[src/rtl/contador_monitor.sv]
// On-chip checker for the counter stream: locks onto the sequence, predicts
// prev + STEP each sample, and counts/captures mismatches seen while locked.
module contador_monitor #(
  parameter int WIDTH    = 4,
  parameter int STEP     = 1,
  parameter int LOCK_CNT = 2,
  parameter int MAX_ERR  = 3,
  parameter int ERR_W    = 8
) (
  input  logic             clk,
  input  logic             reset,
  input  logic             sample_en,
  input  logic [WIDTH-1:0] contador,
  output logic             locked,
  output logic             diff_flag,
  output logic [ERR_W-1:0] err_count,
  output logic [WIDTH-1:0] first_err_got,
  output logic [WIDTH-1:0] first_err_exp,
  output logic             fail
);

  localparam int GR_W = $clog2(LOCK_CNT + 1);
  localparam logic [WIDTH-1:0] STEP_W   = WIDTH'(STEP);
  localparam logic [GR_W-1:0]  LOCK_W   = GR_W'(LOCK_CNT);
  localparam logic [ERR_W-1:0] MAX_W    = ERR_W'(MAX_ERR);
  localparam logic [ERR_W-1:0] ERR_SAT  = '1;

  typedef enum logic [1:0] {
    ST_UNLOCKED,
    ST_LOCKING,
    ST_LOCKED,
    ST_FAIL
  } state_t;

  state_t           state, state_n;
  logic [WIDTH-1:0] prev, prev_n;
  logic [GR_W-1:0]  good_run, good_run_n, run_inc;
  logic [WIDTH-1:0] exp_val;
  logic             match;
  logic [ERR_W-1:0] err_inc;
  logic             locked_n, diff_n, fail_n;
  logic [ERR_W-1:0] err_n;
  logic [WIDTH-1:0] got_n, expc_n;

  always_ff @(posedge clk) begin
    if (reset) begin
      state         <= ST_UNLOCKED;
      prev          <= '0;
      good_run      <= '0;
      locked        <= 1'b0;
      diff_flag     <= 1'b0;
      err_count     <= '0;
      first_err_got <= '0;
      first_err_exp <= '0;
      fail          <= 1'b0;
    end else begin
      state         <= state_n;
      prev          <= prev_n;
      good_run      <= good_run_n;
      locked        <= locked_n;
      diff_flag     <= diff_n;
      err_count     <= err_n;
      first_err_got <= got_n;
      first_err_exp <= expc_n;
      fail          <= fail_n;
    end
  end

  always_comb begin
    exp_val    = prev + STEP_W;
    match      = (contador == exp_val);
    run_inc    = good_run + 1'b1;
    err_inc    = (err_count == ERR_SAT) ? err_count : err_count + 1'b1;
    state_n    = state;
    prev_n     = prev;
    good_run_n = good_run;
    locked_n   = locked;
    diff_n     = 1'b0;
    fail_n     = fail;
    err_n      = err_count;
    got_n      = first_err_got;
    expc_n     = first_err_exp;

    if (sample_en) begin
      case (state)
        ST_UNLOCKED: begin
          prev_n     = contador;
          good_run_n = '0;
          state_n    = ST_LOCKING;
        end
        ST_LOCKING: begin
          prev_n = contador;
          if (!match) begin
            good_run_n = '0;
          end else if (run_inc >= LOCK_W) begin
            good_run_n = '0;
            state_n    = ST_LOCKED;
            locked_n   = 1'b1;
          end else begin
            good_run_n = run_inc;
          end
        end
        ST_LOCKED: begin
          // Always follow the observed value so one glitch costs one error.
          prev_n = contador;
          if (!match) begin
            diff_n = 1'b1;
            err_n  = err_inc;
            if (err_count == '0) begin
              got_n  = contador;
              expc_n = exp_val;
            end
            if ((MAX_ERR != 0) && (err_inc >= MAX_W)) begin
              state_n  = ST_FAIL;
              locked_n = 1'b0;
              fail_n   = 1'b1;
            end
          end
        end
        default: begin
        end
      endcase
    end
  end

endmodule

[config.mk]
export PLATFORM = sky130hd
export DESIGN_NAME = contador_monitor
export DESIGN_NICKNAME = d
export VERILOG_FILES = /design/src/rtl/contador_monitor.sv
export SDC_FILE = /design/constraint.sdc
export NUM_CORES = 1
export LEC_CHECK = 0
export ABC_AREA = 1
export CORE_MARGIN = 2
export CORE_UTILIZATION = 47
export CTS_BUF_LIST = sky130_fd_sc_hd__clkbuf_8
export DETAILED_ROUTE_END_ITERATION = 10
export GPL_ROUTABILITY_DRIVEN = 0
export HOLD_SLACK_MARGIN = 0.03
export PLACE_DENSITY = 0.7
export SLEW_MARGIN = 0
export SYNTH_ARGS = -nofsm -noshare
export SYNTH_HDL_FRONTEND = slang
export SYNTH_SLANG_ARGS = --single-unit
[constraint.sdc]
create_clock -name clk -period 3.97 [get_ports clk]
set_input_delay 0.5955 -clock clk [delete_from_list [all_inputs] [get_ports clk]]
set_output_delay 0.5955 -clock clk [all_outputs]
set_load 0.005 [all_outputs]
# Yosys cells after proc, flatten, opt, wreduce, memory -nomap -nowiden

Cells that the tools add are included.
Widths: inputs -> output; s select.

Bits in registers: 27
Input port bits: 7
Output and inout port bits: 19
Word-level logic and storage cells: 54

Add/subtract/negate cells: 3
Order comparisons: 2
Eq/ne operators: 8
Muxes and demuxes: 15
Bitwise gates (word level): 3
Reduce and logical (&&, ||, !) cells: 14

Operator list:

| operator            | count |
|---|---|
| $mux 2              | 6 |
| $reduce_and 6->1    | 2 |
| $add 8x1->8 const B | 1 |
| $eq 8x8->1 const B  | 1 |
| $ge 8x2->1 const B  | 1 |
| $logic_not 8->1     | 1 |
| $mux 8              | 1 |
| $ne 2x2->1 const B  | 4 |
| $reduce_and 4->1    | 2 |
| $pmux 2 s3          | 1 |
| $reduce_or 3->1     | 2 |
| $mux 1              | 5 |
| $add 4x1->4 const B | 1 |
| $eq 4x4->1          | 1 |
| $pmux 2 s2          | 1 |
| $reduce_and 2->1    | 2 |
| $reduce_bool 2->1   | 2 |
| $not 1->1           | 3 |
| $reduce_and 3->1    | 1 |
| $reduce_bool 3->1   | 1 |
| $add 2x1->2 const B | 1 |
| $eq 2x1->1 const B  | 1 |
| $eq 2x2->1 const B  | 1 |
| $ge 2x2->1 const B  | 1 |
| 2 further kinds     | 2 |

# Logic depth before layout (Yosys ltp)

Gate-level depths: netlist (run 1).

Depth after elaboration: 6
Depth in mapped cells: 14
Mapped depth without buffers: 14

# Worst setup path before layout (run 1)

No wires, ideal clock.

Kind: reg-to-reg
Start point: reg prev[0]
End point: reg first_err_exp[1]
Setup time: 0.116 ns
Arrival: 1.539 ns
Data required time: 3.854 ns
Setup slack: 2.315 ns
Cell stages (with the launch flop): 12
Path buffers: 0
Clock period less this slack: 1.655 ns
Cells stage by stage: dfxtp_1 -> ha_1 -> nand2_1 -> inv_1 -> o21ai_1 -> nor2_2 -> nand2_2 -> inv_2 -> nor2_8 -> nand3_1 -> nor2_1 -> nor2_1

Cells in the longest elaborated chain, start to end: 4

RTL lines:

| what                              | RTL line | source |
|---|---|---|
| start: declaration                | 36       | `logic [WIDTH-1:0] prev, prev_n;` |
| start signal: assignment          | 58       | `prev <= prev_n;` |
| $add 4x1->4 *                     | 70       | `exp_val = prev + STEP_W;` |
| named net exp_val[1]              | 38       | `logic [WIDTH-1:0] exp_val;` |
| $eq 4x4->1                        | 71       | `match = (contador == exp_val);` |
| $not 1->1 (no source line)        | n/a      |  |
| $reduce_and 4->1 (no source line) | n/a      |  |
| end signal: assignment            | 64       | `first_err_exp <= expc_n;` |
| end: declaration                  | 18       | `output logic [WIDTH-1:0] first_err_exp,` |

Mark *: on every way through the listed nets, which the timed path passes. The rest lies on a longest branch.
A chain may end at the register's enable or synchronous reset.

# Worst setup path after layout (run 1)

Start point: reg err_count[2]
End point: out err_count[2]

RTL lines:

| what                     | RTL line | source |
|---|---|---|
| start: declaration       | 16       | `output logic [ERR_W-1:0] err_count,` |
| start signal: assignment | 62       | `err_count <= err_n;` |

No word-level cell between the ends.

==> flow_metrics.tcl, run 1 <==
set metrics [dict create \
    fin_total_pwr_uw 922.1 \
    crit_slowest_cell "dfxtp_1" \
    p_clk_share_pct 17.0 \
    intPower_uw 563.7 \
    grt_pass1_vias 1308 \
    routed_wl_um 3338 \
    ys_top_cells_by_count "33 x nand2_1, 29 x inv_1, 27 x dfxtp_1, 20 x nor2_1, 18 x o21ai_0" \
    slew_viol_final 0 \
    synth_top_area_share_pct 33.15 \
    max_freq_ghz 0.4882 \
    grt_remaining_overflow 0 \
    rsz0062_at_grt "false" \
    die_area_um2 3956 \
    htree_levels 1 \
    dieWidth_um 62.90 \
    tightestPinTransition_ns 0.6106 \
    ys_top_cells_by_area "dfxtp_1 33%, nand2_1 7.6%, ha_1 6.9%, inv_1 6.7%, o21ai_0 5.5%" \
    ctsHoldBuffers 0 \
    grt_antenna_before_repair 0 \
    drt_iter0_markers 64 \
    drv_cap 0 \
    cp_max_fo 9 \
    drt_first_pass_iters 4 \
    ys_ff_latch 27 \
    vias_per_cell 5.051 \
    nets 265 \
    p_seq_share_pct 41.0 \
    grt_use_total_pct 17.72 \
    ant_nets 0 \
    synth_edf_count 0 \
    synth-simple-area-share_pct 36.30 \
    yosys-mux-area-fraction_pct 0 \
    cts_made_buffers 3 \
    yosysMostFrequentCell "nand2_1" \
    worstSetupPathType "reg -> out" \
    crit_chain "clkdlybuf4s50_1" \
    portBuffers 25 \
    setup_tns_ns 0 \
    setup_viol 0 \
    drc 0 \
    hp-class "reg -> reg" \
    powerDensity_nw_per_um2 470.0 \
    peakVddDrop_mv 0.2719 \
    synthArstFlopShare_pct 0 \
    clk_path_buf_depth 2 \
    crit_buf_inv 1 \
    outcome "finished clean" \
    skew_ns 0.01007 \
    dp_hpwl_um 2512 \
    crit_path_start_kind "flip-flop" \
    fp.dieH_um 62.90 \
    clkTransAtPathRegs_ns 0.09 \
    syn_to_final_growth_pct 20.34 \
    crit_family "flip-flops" \
    dp_slack_ns 1.657 \
    arrival_ns 1.45 \
    cts_resized 0 \
    finalHoldViolCount 0 \
    io_pins 26 \
    cts_tree "done" \
    seq_area_frac_synth_pct 33.15 \
    setup_slack_ns 1.922 \
    wl_per_cell_um 11.35 \
    drive_gt1_share_pct 13.71 \
    synthFlopType "dfxtp_1" \
    grt_max_degree 25 \
    post_cts_buffers 0 \
    netSwitchingFraction_pct 38.86 \
    p_leak_nw 0.8472 \
    worst_setup_path_end_kind "output port" \
    cp_data_required_time_ns 3.37 \
    n_antenna_cell 0 \
    grt_pass1_wl_um 5692 \
    min_period_over_period_pct 51.59 \
    root_buffer "clkbuf_8" \
    core-area_um2 3337 \
    period_needed_ns 2.048 \
    routed-via-count 1485 \
    slew_headroom_pct 59.25 \
    yosysWarnings 0 \
    avgSynthCellArea_um2 7.311 \
    synth_compound_area_share_pct 13.28 \
    clock_sink_count 27 \
    syn_inst 223 \
    initial_utilization_pct 48.86 \
    yosysUniqueCellTypes 30 \
    combPwrFrac_pct 42.1 \
    synthAdderAreaFrac_pct 6.907 \
    synth-xor-area-share_pct 0.5372 \
    p_switching_uw 358.4 \
    yosys.area.top_type "dfxtp_1" \
    mappedNetlistNets 239 \
    max_stage_delay_ns 0.60 \
    rows 21 \
    syn_area_um2 1630 \
    synth_top_family_by_area "simple AND/OR/NAND/NOR gates" \
    clk_latency_ns 0.27 \
]
==> final timing paths <==
path / from / end / slack, ns / cells past startpoint
setup reg to reg: prev[0]$_SDFFE_PP0P_ / first_err_exp[1]$_SDFFE_PP0P_ / 1.95 / 11
setup / recovery: err_count[2]$_SDFFE_PP0P_ / err_count[2] / 1.92 / 1
hold reg to reg: good_run[1]$_SDFFE_PP0P_ / good_run[1]$_SDFFE_PP0P_ / 0.44 / 2
hold / removal: good_run[1]$_SDFFE_PP0P_ / good_run[1]$_SDFFE_PP0P_ / 0.44 / 2
==> cell type report <==
class	instances	area, um^2
Tap cell	46	57.56
Fill cell	326	1375
Timing Repair Buffer	25	250.2
Inverter	34	135.1
Clock buffer	3	41.29
Clock inverter	1	7.507
Multi-Input combinational cell	158	929.6
Sequential cell	27	540.5
==> power by group through the flow <==
stage / logic (mW) / registers (mW) / clock network [mW]
3_5_place_dp: 0.390 / 0.383 / 0
3_3_place_gp: 0.389 / 0.383 / 0
4_1_cts: 0.392 / 0.378 / 0.163
5_1_grt: 0.435 / 0.388 / 0.177
2_1_floorplan: 0.274 / 0.370 / 0
6_report: 0.388 / 0.378 / 0.156
==> through the flow <==
| step | instances | utilization (%) | instance area [um^2] | hold slack, ns |
|---|---|---|---|---|
| 6_report | 294 | 58.79 | 1962 | 0.4420 |
| 3_3_place_gp | 290 | 57.33 | 1913 | 0.4323 |
| 5_1_grt | 294 | 58.79 | 1962 | 0.4555 |
| 2_1_floorplan | 223 | - | 1630 | 0.4186 |
| 3_5_place_dp | 290 | 57.33 | 1913 | 0.4309 |
| 4_1_cts | 294 | 58.79 | 1962 | 0.4457 |
==> routing by layer <==
| metal | GRT usage, % | up-vias | share of wire, % |
|---|---|---|---|
| met3 | 3.784 | 2 | 2.5 |
| met1 | 23.52 | 673 | 49 |
| li1 | - | 792 | - |
| met2 | 28.72 | 18 | 48 |
| met5 | 0 | - | 0 |
| met4 | 5.278 | 0 | 0.57 |
==> cells by family after synthesis <==
family | Yosys count
buffers and inverters | 38
adder cells (fa/ha/maj) | 9
AO/OA/AOI/OAI | 41
AND/OR/NAND/NOR | 107
XOR/XNOR | 1
flip-flops | 27
==> state kept, by name, summed over array words and instances (netlist names), 2 cells and up <==
signal / cells
err_count: 8
first_err_exp: 4
first_err_got: 4
prev: 4
good_run: 2
state: 2
==> cells in the final DEF, fill, tap and decap left out, types with 2 or more instances in the layout <==
cell type        instances
nand2_1                 33
inv_1                   29
dfxtp_1                 27
clkdlybuf4s50_1         25
nor2_1                  20
o21ai_0                 18
nand3_1                 16
a21oi_1                 12
nand4_1                 10
ha_1                     9
nand2_2                  8
o21ai_1                  6
nand3_2                  4
nor2_2                   4
inv_2                    3
nor2_4                   3
a31oi_1                  3
nor3_1                   3
clkbuf_8                 3
nor2_8                   2
nand2_4                  2
Power figures use the tool's default switching activity.
==> inputs of run 2 (changes only) <==
Clock period 3.97 ns to 2 ns, I/O delays scaled along.
==> flow_metrics.tcl, run 2 (synthesis results as in run 1) <==
set metrics [dict create \
    grt_antenna_before_repair 0 \
    grt_remaining_overflow 0 \
    drt_iter0_markers 68 \
    ctsHoldBuffers 0 \
    cts_made_buffers 3 \
    max_freq_ghz 0.5579 \
    arrival_ns 1.97 \
    crit_buf_inv 4 \
    drv_cap 0 \
    clk_latency_ns 0.27 \
    worstRegToRegCells 12 \
    dp_slack_ns 0.03025 \
    clkTransAtPathRegs_ns 0.09 \
    drive_gt1_share_pct 16.14 \
    dr_wl_met3_um 109 \
    io_pins 26 \
    worstSetupPathType "reg -> reg" \
    finalHoldViolCount 0 \
    nets 271 \
    grt_pass1_wl_um 6044 \
    portBuffers 25 \
    most-common-layout-cells "33 x nand2_1, 30 x inv_1, 26 x dfxtp_1, 25 x clkdlybuf4s50_1, 20 x nor2_1" \
    n_antenna_cell 0 \
    root_buffer "clkbuf_8" \
    setup_viol 0 \
    grt_pass1_vias 1371 \
    wl_met1_um 1683 \
    max_stage_delay_ns 0.37 \
    highest_layer "met4" \
    nFillCells 333 \
    syn_to_final_growth_pct 23.25 \
    cp_max_fo 7 \
    slew_viol_final 0 \
    wl_met2_um 1552 \
    crit_path_start_kind "flip-flop" \
    setup_slack_ns 0.2077 \
    dp_hpwl_um 2560 \
    drc 0 \
    rows 21 \
    worst_setup_path_end_kind "flip-flop" \
    hp-class "reg -> reg" \
    period_needed_ns 1.792 \
    grt_max_degree 25 \
    htree_levels 1 \
    crit_chain "ha_2 -> nand2_1 -> inv_1 -> o21ai_1 -> nor2_2 -> nand2_2 -> inv_2 -> nor2_8 -> buf_4 -> inv_2 -> nor2_2 -> a22o_1" \
    skew_ns 0.005069 \
    min_period_over_period_pct 89.61 \
    tightestPinTransition_ns 0.6605 \
    routed-via-count 1490 \
    routed_wl_um 3377 \
    setup_tns_ns 0 \
    largest_reg_flops 8 \
    cp_data_required_time_ns 2.17 \
    powerDensity_nw_per_um2 924.7 \
    p_leak_nw 0.8830 \
    vias_per_cell 4.967 \
    ant_nets 0 \
    core-area_um2 3337 \
    initial_utilization_pct 48.86 \
    fp.dieH_um 62.90 \
    die_area_um2 3956 \
    dieWidth_um 62.90 \
    cp.depth 12 \
    outcome "finished clean" \
    rsz0062_at_grt "false" \
    clk_path_buf_depth 2 \
    final_common_cell "nand2_1" \
    drt_first_pass_iters 4 \
    cts_tree "done" \
    slew_headroom_pct 55.92 \
    grt_use_total_pct 18.74 \
    crit_slowest_cell "dfxtp_4" \
    top_register "err_count" \
    clock_sink_count 27 \
    peakVddDrop_mv 0.5437 \
    wl_per_cell_um 11.26 \
    hold-path-cell-count 2 \
    crit_family "simple AND/OR/NAND/NOR gates" \
]
==> run 2: changes by cell type in the layout (fill, tap and decap cells not counted) <==
cell / before / now
buf_4: 0 / 6
clkinvlp_4: 1 / 0
dfxtp_1: 27 / 26
dfxtp_4: 0 / 1
ha_1: 9 / 8
ha_2: 0 / 1
inv_1: 29 / 30
==> run 2: worst paths after layout <==
check	startpoint	end	slack, ns
setup / recovery	prev[1]$_SDFFE_PP0P_	fail$_SDFFE_PP0P_	0.21
hold / removal	good_run[1]$_SDFFE_PP0P_	good_run[1]$_SDFFE_PP0P_	0.44
setup reg to reg	prev[1]$_SDFFE_PP0P_	fail$_SDFFE_PP0P_	0.21
hold reg to reg	good_run[1]$_SDFFE_PP0P_	good_run[1]$_SDFFE_PP0P_	0.44
==> run 2: metal layers <==
| layer | track usage, % | up-vias |
|---|---|---|
| li1 | - | 800 |
| met1 | 24.86 | 665 |
| met2 | 30.85 | 21 |
| met3 | 3.784 | 4 |
| met4 | 5.000 | 0 |
| met5 | 0 | - |
==> run 2: final cells by class <==
type / instances / area [um^2] / area share, %
Multi-Input combinational cell: 158 / 932.1 / 46.39
Sequential cell: 27 / 544.3 / 27.09
Timing Repair Buffer: 31 / 295.3 / 14.69
Inverter: 34 / 135.1 / 6.725
Tap cell: 46 / 57.56 / 2.864
Clock buffer: 3 / 41.29 / 2.055
Clock inverter: 1 / 3.754 / 0.1868
==> run 2: worst min-delay path, delay by kind of cell, from the launching register on <==
| family | cells | cell delay (ns) |
|---|---|---|
| simple gates | 2 | 0.09 |
| flops | 1 | 0.32 |
==> run 2: what timing repair did <==
| action | CTS | global route |
|---|---|---|
| resized for setup | 0 | 3 |
| setup endpoints to repair | 0 | 11 |
| setup buffers | 0 | 2 |
==> run 2: power breakdown <==
part,internal (mW),switching (mW),total (mW)
clock network,0.138,0.165,0.303
logic,0.369,0.453,0.822
registers,0.633,0.101,0.734
==> run 2: per-stage QoR <==
| step | instance area [um^2] | hold WS (ns) | util (%) | power, mW | std cells |
|---|---|---|---|---|---|
| 2_1_floorplan | 1630 | 0.3691 | - | 1.279 | 223 |
| 3_3_place_gp | 1943 | 0.4320 | 58.23 | 1.558 | 294 |
| 3_5_place_dp | 1943 | 0.4295 | 58.23 | 1.559 | 294 |
| 4_1_cts | 1988 | 0.4444 | 59.58 | 1.864 | 298 |
| 5_1_grt | 2009 | 0.4728 | 60.22 | 2.013 | 300 |
| 6_report | 2009 | 0.4428 | 60.22 | 1.858 | 300 |
==> inputs of run 3 (changes only) <==
Settings changed: CORE_ASPECT_RATIO set to 0.5.
==> flow_metrics.tcl, run 3 (synthesis results as in run 1) <==
set metrics [dict create \
    outcome "finished clean" \
    drc 0 \
    reg2reg_from "prev[1]$_SDFFE_PP0P_" \
    final_cells 295 \
    p_clk_share_pct 16.3 \
    grt_pass1_wl_um 6016 \
    portBuffers 25 \
    vias_per_cell 5.136 \
    grt_max_degree 25 \
    routed_wl_um 3574 \
    syn_to_final_growth_pct 23.41 \
    drive_gt1_share_pct 16.21 \
    p_switching_uw 738.5 \
    regToRegSetupSlack_ns 0.14 \
    period_needed_ns 1.856 \
    largest_reg_flops 8 \
    grt_remaining_overflow 0 \
    fp.dieH_um 45.65 \
    finalHoldViolCount 0 \
    peakVddDrop_mv 0.3831 \
    htree_levels 1 \
    setup_viol 0 \
    dp_hpwl_um 2591 \
    grt_pass1_vias 1329 \
    most-common-layout-cells "33 x nand2_1, 30 x inv_1, 26 x dfxtp_1, 25 x clkdlybuf4s50_1, 20 x nor2_1" \
    clock_sink_count 27 \
    clk_path_buf_depth 2 \
    netSwitchingFraction_pct 39.17 \
    skew_ns 0.004466 \
    hp-class "reg -> reg" \
    r2r-end "err_count[3]$_SDFFE_PP0P_" \
    grt_use_total_pct 19.56 \
    clk_latency_ns 0.27 \
    grt_antenna_before_repair 0 \
    dieWidth_um 87.29 \
    intPower_mw 1.147 \
    arrival_ns 2.02 \
    p_seq_share_pct 39.4 \
    final_common_cell "nand2_1" \
    routed-via-count 1515 \
    crit_path_start_kind "flip-flop" \
    dp_cells 289 \
    rows 15 \
    powerDensity_nw_per_um2 937.1 \
    core-area_um2 3378 \
    fin_total_pwr_mw 1.885 \
    min_period_over_period_pct 92.78 \
    n_antenna_cell 0 \
    tightestPinTransition_ns 0.6601 \
    rsz0062_at_grt "true" \
    hp-start "good_run[1]$_SDFFE_PP0P_" \
    drt_iter0_markers 86 \
    cts_tree "done" \
    io_pins 26 \
    slew_viol_final 0 \
    hold-path-cell-count 2 \
    initial_utilization_pct 48.26 \
    ant_nets 0 \
    drv_cap 0 \
    clkTransAtPathRegs_ns 0.09 \
    nets 270 \
    cts_made_buffers 3 \
    top_register "err_count" \
    worst_setup_path_end_kind "flip-flop" \
    drt_first_pass_iters 5 \
    die_area_um2 3984 \
    cp_max_fo 7 \
    wl_per_cell_um 12.12 \
    combPwrFrac_pct 44.4 \
    root_buffer "clkbuf_8" \
    ctsHoldBuffers 0 \
    min_to "good_run[1]$_SDFFE_PP0P_" \
    worstRegToRegCells 12 \
    cp_data_required_time_ns 2.16 \
    slew_headroom_pct 55.95 \
    max_freq_ghz 0.5389 \
    p_leak_nw 0.8822 \
    worstSetupPathType "reg -> reg" \
]
-- run 3: cell types whose count changed in the layout (fill, tap and decap cells not counted), sizes merged --
cell  delta
buf      -1
-- run 3: power groups by stage --
| stage | Combinational, mW | Clock, mW | Sequential (mW) |
|---|---|---|---|
| 2_1_floorplan | 0.543 | 0 | 0.735 |
| 3_3_place_gp | 0.794 | 0 | 0.749 |
| 3_5_place_dp | 0.805 | 0 | 0.750 |
| 4_1_cts | 0.811 | 0.316 | 0.740 |
| 5_1_grt | 0.949 | 0.339 | 0.758 |
| 6_report | 0.836 | 0.307 | 0.742 |
-- run 3: what timing repair did --
action | CTS | global route
gates resized for setup | 0 | 3
endpoints found under the setup margin | 0 | 8
setup buffers | 0 | 2
-- run 3: per-layer routing --
layer  global-route usage, %  vias up  share of wire, %  routed length (um)
li1                        -      796                 -                   -
met1                   27.00      690                52                1852
met2                   31.36       27                43                1543
met3                   5.072        2               4.4                 156
met4                   4.000        0              0.59                  21
met5                       0        -                 0                   0
-- run 3: metrics by stage --
step	utilization, %	setup TNS (ns)	worst slack, ns	area [um^2]	hold WS (ns)
global placement	57.15	0	0.09591	1931	0.4313
global route	59.56	-0.01026	-0.006976	2012	0.4691
CTS	58.48	0	0.1043	1976	0.4500
floorplan	-	0	0.3451	1630	0.3691
finish	59.56	0	0.1443	2012	0.4471
detailed placement	57.15	0	0.007485	1931	0.4349
-- run 3: final cells by class --
class | count | area, um^2
Fill cell | 313 | 1366
Multi-Input combinational cell | 158 | 937.1
Sequential cell | 27 | 541.8
Timing Repair Buffer | 30 | 300.3
Inverter | 34 | 135.1
Tap cell | 42 | 52.55
Clock buffer | 3 | 41.29
Clock inverter | 1 | 3.754
-- run 3: worst max-delay path by stage --
stage | start | endpoint | slack [ns] | depth (start not counted)
2_1_floorplan | prev[0]$_SDFFE_PP0P_ | first_err_exp[1]$_SDFFE_PP0P_ | 0.35 | 11
3_3_place_gp | contador[1] | first_err_got[2]$_SDFFE_PP0P_ | 0.1 | 10
3_5_place_dp | contador[1] | first_err_got[3]$_SDFFE_PP0P_ | 0.007 | 10
4_1_cts | prev[1]$_SDFFE_PP0P_ | first_err_got[3]$_SDFFE_PP0P_ | 0.10 | 11
5_1_grt | prev[1]$_SDFFE_PP0P_ | first_err_got[3]$_SDFFE_PP0P_ | -0.007 | 12
6_report | prev[1]$_SDFFE_PP0P_ | err_count[3]$_SDFFE_PP0P_ | 0.14 | 12
-- run 3: worst max-delay path, stage by stage (launching register included) --
cell and delay (ns):
dfxtp_2 0.38, ha_2 0.30, nand2_1 0.07, inv_1 0.04, o21ai_1 0.15, nor2_2 0.07
nand2_2 0.08, inv_2 0.06, nor2_8 0.18, buf_12 0.13, inv_2 0.06, o21ai_0 0.16
a21oi_1 0.06
